File: src/rtl/mux_pipe.sv
// mux_pipe: N_IN-to-1 word selector feeding a registered, back-pressured output.
// An out-of-range select stores a zero word and raises out_sel_err.
// Build option MUX_PIPE_SKID_EN: adds a 2-entry skid buffer so that in_ready comes from a register.
// Without the option, a single output register is used and in_ready is combinational.
//
// state | meaning (MUX_PIPE_SKID_EN build)
// EMPTY | no word held; out_valid=0
// ONE   | output register holds a word; skid entry free
// TWO   | output register and skid entry both hold a word; in_ready=0
module mux_pipe #(
    parameter  int WIDTH = 32,
    parameter  int N_IN  = 4,
    localparam int SEL_W = (N_IN > 2) ? $clog2(N_IN) : 1
) (
    input  logic                  clk,
    input  logic                  rst,
    input  logic [N_IN*WIDTH-1:0] in_data,
    input  logic [SEL_W-1:0]      sel,
    input  logic                  in_valid,
    output logic                  in_ready,
    input  logic                  flush,
    output logic [WIDTH-1:0]      out_data,
    output logic                  out_sel_err,
    output logic                  out_valid,
    input  logic                  out_ready
);

    logic [WIDTH-1:0] mux_data;
    logic             mux_err;
    logic             acc;
    logic             xfer;

    // Pick the selected channel; a select with no matching channel yields zero plus the error flag.
    always_comb begin
        mux_data = '0;
        mux_err  = 1'b1;
        for (int k = 0; k < N_IN; k++) begin
            if (int'(sel) == k) begin
                mux_data = in_data[k*WIDTH +: WIDTH];
                mux_err  = 1'b0;
            end
        end
    end

    assign acc  = in_valid && in_ready;
    assign xfer = out_valid && out_ready;

`ifdef MUX_PIPE_SKID_EN

    typedef enum logic [1:0] {EMPTY, ONE, TWO} state_t;

    state_t           state_q, state_d;
    logic [WIDTH-1:0] out_data_q, out_data_d;
    logic             out_err_q, out_err_d;
    logic [WIDTH-1:0] skid_data_q, skid_data_d;
    logic             skid_err_q, skid_err_d;
    logic             rdy_q;

    // rdy_q already reflects the next state; gating with rst keeps in_ready low during reset
    // and lets it rise on the first cycle after release.
    assign in_ready    = rdy_q && !rst;
    assign out_valid   = (state_q != EMPTY);
    assign out_data    = out_data_q;
    assign out_sel_err = out_err_q;

    // Next-state and data movement between input, skid entry and output register.
    always_comb begin
        state_d     = state_q;
        out_data_d  = out_data_q;
        out_err_d   = out_err_q;
        skid_data_d = skid_data_q;
        skid_err_d  = skid_err_q;
        case (state_q)
            EMPTY: begin
                if (acc) begin
                    out_data_d = mux_data;
                    out_err_d  = mux_err;
                    state_d    = ONE;
                end
            end
            ONE: begin
                if (acc && xfer) begin
                    out_data_d = mux_data;
                    out_err_d  = mux_err;
                end else if (acc) begin
                    skid_data_d = mux_data;
                    skid_err_d  = mux_err;
                    state_d     = TWO;
                end else if (xfer) begin
                    state_d = EMPTY;
                end
            end
            TWO: begin
                if (xfer) begin
                    out_data_d = skid_data_q;
                    out_err_d  = skid_err_q;
                    state_d    = ONE;
                end
            end
            default: state_d = EMPTY;
        endcase
        if (flush) begin
            state_d = EMPTY;
        end
    end

    // State and data registers; reset wins over flush.
    always_ff @(posedge clk) begin
        if (rst) begin
            state_q     <= EMPTY;
            out_data_q  <= '0;
            out_err_q   <= 1'b0;
            skid_data_q <= '0;
            skid_err_q  <= 1'b0;
            rdy_q       <= 1'b1;
        end else begin
            state_q     <= state_d;
            out_data_q  <= out_data_d;
            out_err_q   <= out_err_d;
            skid_data_q <= skid_data_d;
            skid_err_q  <= skid_err_d;
            rdy_q       <= (state_d != TWO);
        end
    end

`else

    logic [WIDTH-1:0] out_data_q, out_data_d;
    logic             out_err_q, out_err_d;
    logic             out_valid_q, out_valid_d;

    assign in_ready    = !rst && (!out_valid_q || out_ready);
    assign out_valid   = out_valid_q;
    assign out_data    = out_data_q;
    assign out_sel_err = out_err_q;

    // Load on accept, drop the valid flag on a transfer with no replacement; flush clears it.
    always_comb begin
        out_data_d  = out_data_q;
        out_err_d   = out_err_q;
        out_valid_d = out_valid_q;
        if (acc) begin
            out_data_d  = mux_data;
            out_err_d   = mux_err;
            out_valid_d = 1'b1;
        end else if (xfer) begin
            out_valid_d = 1'b0;
        end
        if (flush) begin
            out_valid_d = 1'b0;
        end
    end

    // Output register; reset wins over flush.
    always_ff @(posedge clk) begin
        if (rst) begin
            out_data_q  <= '0;
            out_err_q   <= 1'b0;
            out_valid_q <= 1'b0;
        end else begin
            out_data_q  <= out_data_d;
            out_err_q   <= out_err_d;
            out_valid_q <= out_valid_d;
        end
    end

`endif

endmodule

File: config.mk
export PLATFORM = sky130hd
export DESIGN_NAME = mux_pipe
export DESIGN_NICKNAME = d
export VERILOG_FILES = /design/src/rtl/mux_pipe.sv
export SDC_FILE = /design/constraint.sdc
export NUM_CORES = 1
export LEC_CHECK = 0
export CORE_ASPECT_RATIO = 1.75
export CORE_MARGIN = 2
export CORE_UTILIZATION = 29
export CTS_CLUSTER_DIAMETER = 80
export DETAILED_ROUTE_END_ITERATION = 12
export PLACE_DENSITY_LB_ADDON = 0.12
export SYNTH_ARGS = -nofsm -noshare
export SYNTH_HDL_FRONTEND = slang
export SYNTH_SLANG_ARGS = --single-unit
File: constraint.sdc
create_clock -name clk -period 1.7 [get_ports clk]
set_clock_uncertainty 0.2 [all_clocks]
set_input_delay 0.255 -clock clk [delete_from_list [all_inputs] [get_ports clk]]
set_output_delay 0.255 -clock clk [all_outputs]
set_load 0.1 [all_outputs]
* Word level (Yosys, flattened, before mapping)
Cells that the tools add are included. Widths: inputs -> output; s select.
Storage, ports and cells: bits of input ports 135, flip-flop bits (word level) 34, output and inout port bits 35
Operators by class: reductions and logical operators 9, equality and inequality tests 3, multiplexer cells 10
Operators with widths (count):
- $mux 32 | 4
- $mux 1 | 6
- $eq 2x2->1 const B | 2
- $logic_and 1x1->1 | 3
- $eq 2x1->1 const B | 1
- $logic_not 1->1 | 2
- $logic_not 2->1 | 1
- $reduce_bool 2->1 | 1
- $reduce_or 2->1 | 1
- $logic_or 1x1->1 | 1

* Logic depth before layout (Yosys ltp)
depth after elaboration 5, mapped depth 4

* Worst setup path after synthesis
Ideal clock, no wire load.
kind register -> output, start reg out_valid_q (netlist: out_valid), end out in_ready, data required time 1.245 ns, path buffers 0, arrival time 2.207 ns, stages on the path, launching flop included 3, setup slack -0.962 ns, path through dfxtp_1 nor2b_1 nor2_1
On the way: longest elaborated chain between the ends 3
Ends and longest elaborated chain:
- from (decl) | line 130 | logic out_valid_q, out_valid_d;
- from (signal assigned) | line 163 | out_valid_q <= out_valid_d;
- $logic_not 1->1 | line 132 | assign in_ready = !rst && (!out_valid_q || out_ready);
- $logic_or 1x1->1 | line 132
- $logic_and 1x1->1 | line 132
- to (decl) | line 20 | output logic in_ready,
No other way between the ends.

* Worst setup path in the final report
Ends and elaborated chain as after synthesis.

==> results.toml <==
[outcome]
status = "finished, final reports clean"

[placement]
dp_cells = 379
gp_congestion = 0.713
dp_hpwl_um = 5130
portBuffers = 169

[synth]
synth_area_leaders = "dfxtp_1 (35%), mux4_2 (35%), a22o_1 (11%), mux2_4 (5.4%), nor2b_1 (2.9%)"
syn_inst = 127
synth_common_cells = "dfxtp_1 (34), mux4_2 (30), a22o_1 (24)"
synth.most_common_cell = "dfxtp_1"
yosysSeqAreaShare_pct = 35.3
syn-num-nets = 262
synth_cell_types = 19
synth-edff-count = 0
syn_avg_cell_area_sq_um = 15.2
ys.flop_type = "dfxtp_1"
async_flop_share_pct = 0
ys_ff_latch = 34
ys_warn_count = 0
synth_top_area_cell = "dfxtp_1"
synth_top_area_share_pct = 35.3
syn_area_sq_um = 1930

[run]
maxCapViolations = 0

[timing]
fin_tns_setup_ns = 0
fin_crit_sh_pct = 97.1
hold_violations = 0
slew_headroom_pct = 56.2
setup_viol = 0
timing.fmax_ghz = 0.606
slew_violations = 0
rsz0062_at_grt = "no"
hold_ws_ns = 0.242
min_period_ns = 1.65
worst_pin_slew_ns = 0.656

[setup_path]
worstPathCellList = "nor2b_4 > buf_4 > nor2_4 > buf_12"
cp_slowest_cell = "dfxtp_4"
slowest_delay_ns = 0.35
cp-end-kind = "output port"
worstPathRequired_ns = 1.24
cp_data_arrival_time_ns = 1.20
crit_fanout = 3
worstSetupPathType = "reg2out"
crit_path_start_kind = "flip-flop"

[global_routing]
grt_pass1_vias = 2122
globalRouteTotalUtil_pct = 17.5
grt_pass1_wl_um = 9800
grt_max_degree = 26
grt-ovfl-total = 0
grt_antenna_before_repair = 0

[die]
fp-row-count = 39
dieArea_sq_um = 7350
start_util_pct = 29.7
die_h_um = 112
core-area_sq_um = 6490
io_pins = 170
die_x_um = 65.7

[finish]
multiInputGateArea_sq_um = 1190
final_cells = 387
diodes = 0
post-route-util_pct = 66.9
area_growth_pct = 125
regArea_sq_um = 684
final_nets = 440
drive_gt1_share_pct = 32.8
fill_cells = 485

[clock_tree]
clkSinkCount = 34
clk_latency_ns = 0.27
cts_buffer_depth = 2
clkTransAtPathRegs_ns = 0.05
tritoncts = "yes"
post-cts-setup-buffers = 0
ctsHoldBuffers = 0
numCtsBuffers = 5
htreeDepth = 2
cts_root_buffer = "clkbuf_16"

[detailed_routing]
firstDrtPassIters = 4
ant_nets = 0
wire_per_inst_um = 16.1
drt_iter0_markers = 35
wl_met1_um = 2050
highest_layer = "met4"
drc = 0
met3_length_um = 676
vias_per_cell = 4.92
totalWireLength_um = 6250
wl_met2_um = 3400
vias = 1904

[power_and_ir_drop]
seq_power_share_pct = 29.2
p_comb_share_pct = 43.6
internal-power_mw = 2.16
power_density_nw_per_um2 = 735
pwr-share-clk_pct = 27.3
netSwitchingPower_mw = 1.03
p_leak_nw = 1.69
total_power_mw = 3.19
swShare_pct = 32.2
ir_drop_v = 0.000409

[min_path]
min_path_type = "in2reg"
-- metrics by stage --
step / instance area, sq um / worst slack (ns)
after floorplan: 1960 / 0.00725
after global placement: 4160 / -0.502
after detailed placement: 4160 / -0.543
after CTS: 4310 / 0.00418
after global routing: 4340 / 0.0214
final: 4340 / 0.0488
-- flip-flops by register name, indices dropped and copies added (netlist names) --
signal	flops
out_data	32
out_sel_err	1
out_valid	1
-- path summary, 6_finish.rpt --
| kind | start | endpoint | slack [ns] | depth (start not counted) |
|---|---|---|---|---|
| worst min-delay path | rst | out_valid | 0.24 | 3 |
| worst max-delay path | out_valid | in_ready | 0.05 | 4 |
| worst max register to register | out_valid | out_data[30] | 0.06 | 4 |
| worst min register to register | out_sel_err | out_sel_err | 0.31 | 1 |
-- layout make-up --
type,count,area share [%]
tap,82,2.36
sequential,34,15.8
clock buffer,7,3.29
multi-input combinational,80,27.3
timing repair buffer,184,51.3
-- worst max-delay path: cells and delay by family, from the launching register on --
kind,cells,cell delay (ns)
DFF,1,0.35
buffers and inverters,2,0.32
and+or+nand+nor,2,0.25
-- power by group through the flow --
stage                     registers (mW)  clock network (mW)  logic [mW]
final                              0.930               0.869        1.39
after CTS                          0.930               0.897        1.40
after global routing               0.936               0.918        1.45
after detailed placement           0.945                   0        1.39
after floorplan                     1.37                   0       0.295
after global placement             0.944                   0        1.38
-- repair_timing --
| item | 4_1_cts | 5_1_grt |
|---|---|---|
| gates cloned | 0 | 1 |
| setup endpoints to repair | 26 | 23 |
| resized for setup | 3 | 2 |
| pin swaps | 1 | 0 |
-- kinds of logic after synthesis --
| family | count (synthesis) | share of synthesized area, % |
|---|---|---|
| DFF | 34 | 35.3 |
| AOI/OAI and AO/OA | 25 | 11.1 |
| and+or+nand+nor | 15 | 4.86 |
| muxes | 40 | 43.7 |
| buffers and inverters | 13 | 4.99 |
-- layout by cell type (no fill, tap or decap), drive strengths merged --
| master | instances |
|---|---|
| a21oi | 1 |
| a22o | 24 |
| and2 | 1 |
| buf | 50 |
| clkbuf | 8 |
| clkdlybuf4s50 | 130 |
| dfxtp | 34 |
| dlygate4sd2 | 1 |
| dlymetal6s2s | 2 |
| mux2 | 8 |
| mux4 | 32 |
| nand2b | 1 |
| nor2 | 2 |
| nor2b | 9 |
| nor3 | 1 |
| nor3b | 1 |
-- metal layers --
metal,GRT usage (%),vias to the layer above
met3,6.26,10
li1,-,884
met2,32.1,111
met5,0,-
met1,17.6,899
met4,5.97,0
Note: power is estimated with default switching activity, not from simulation.
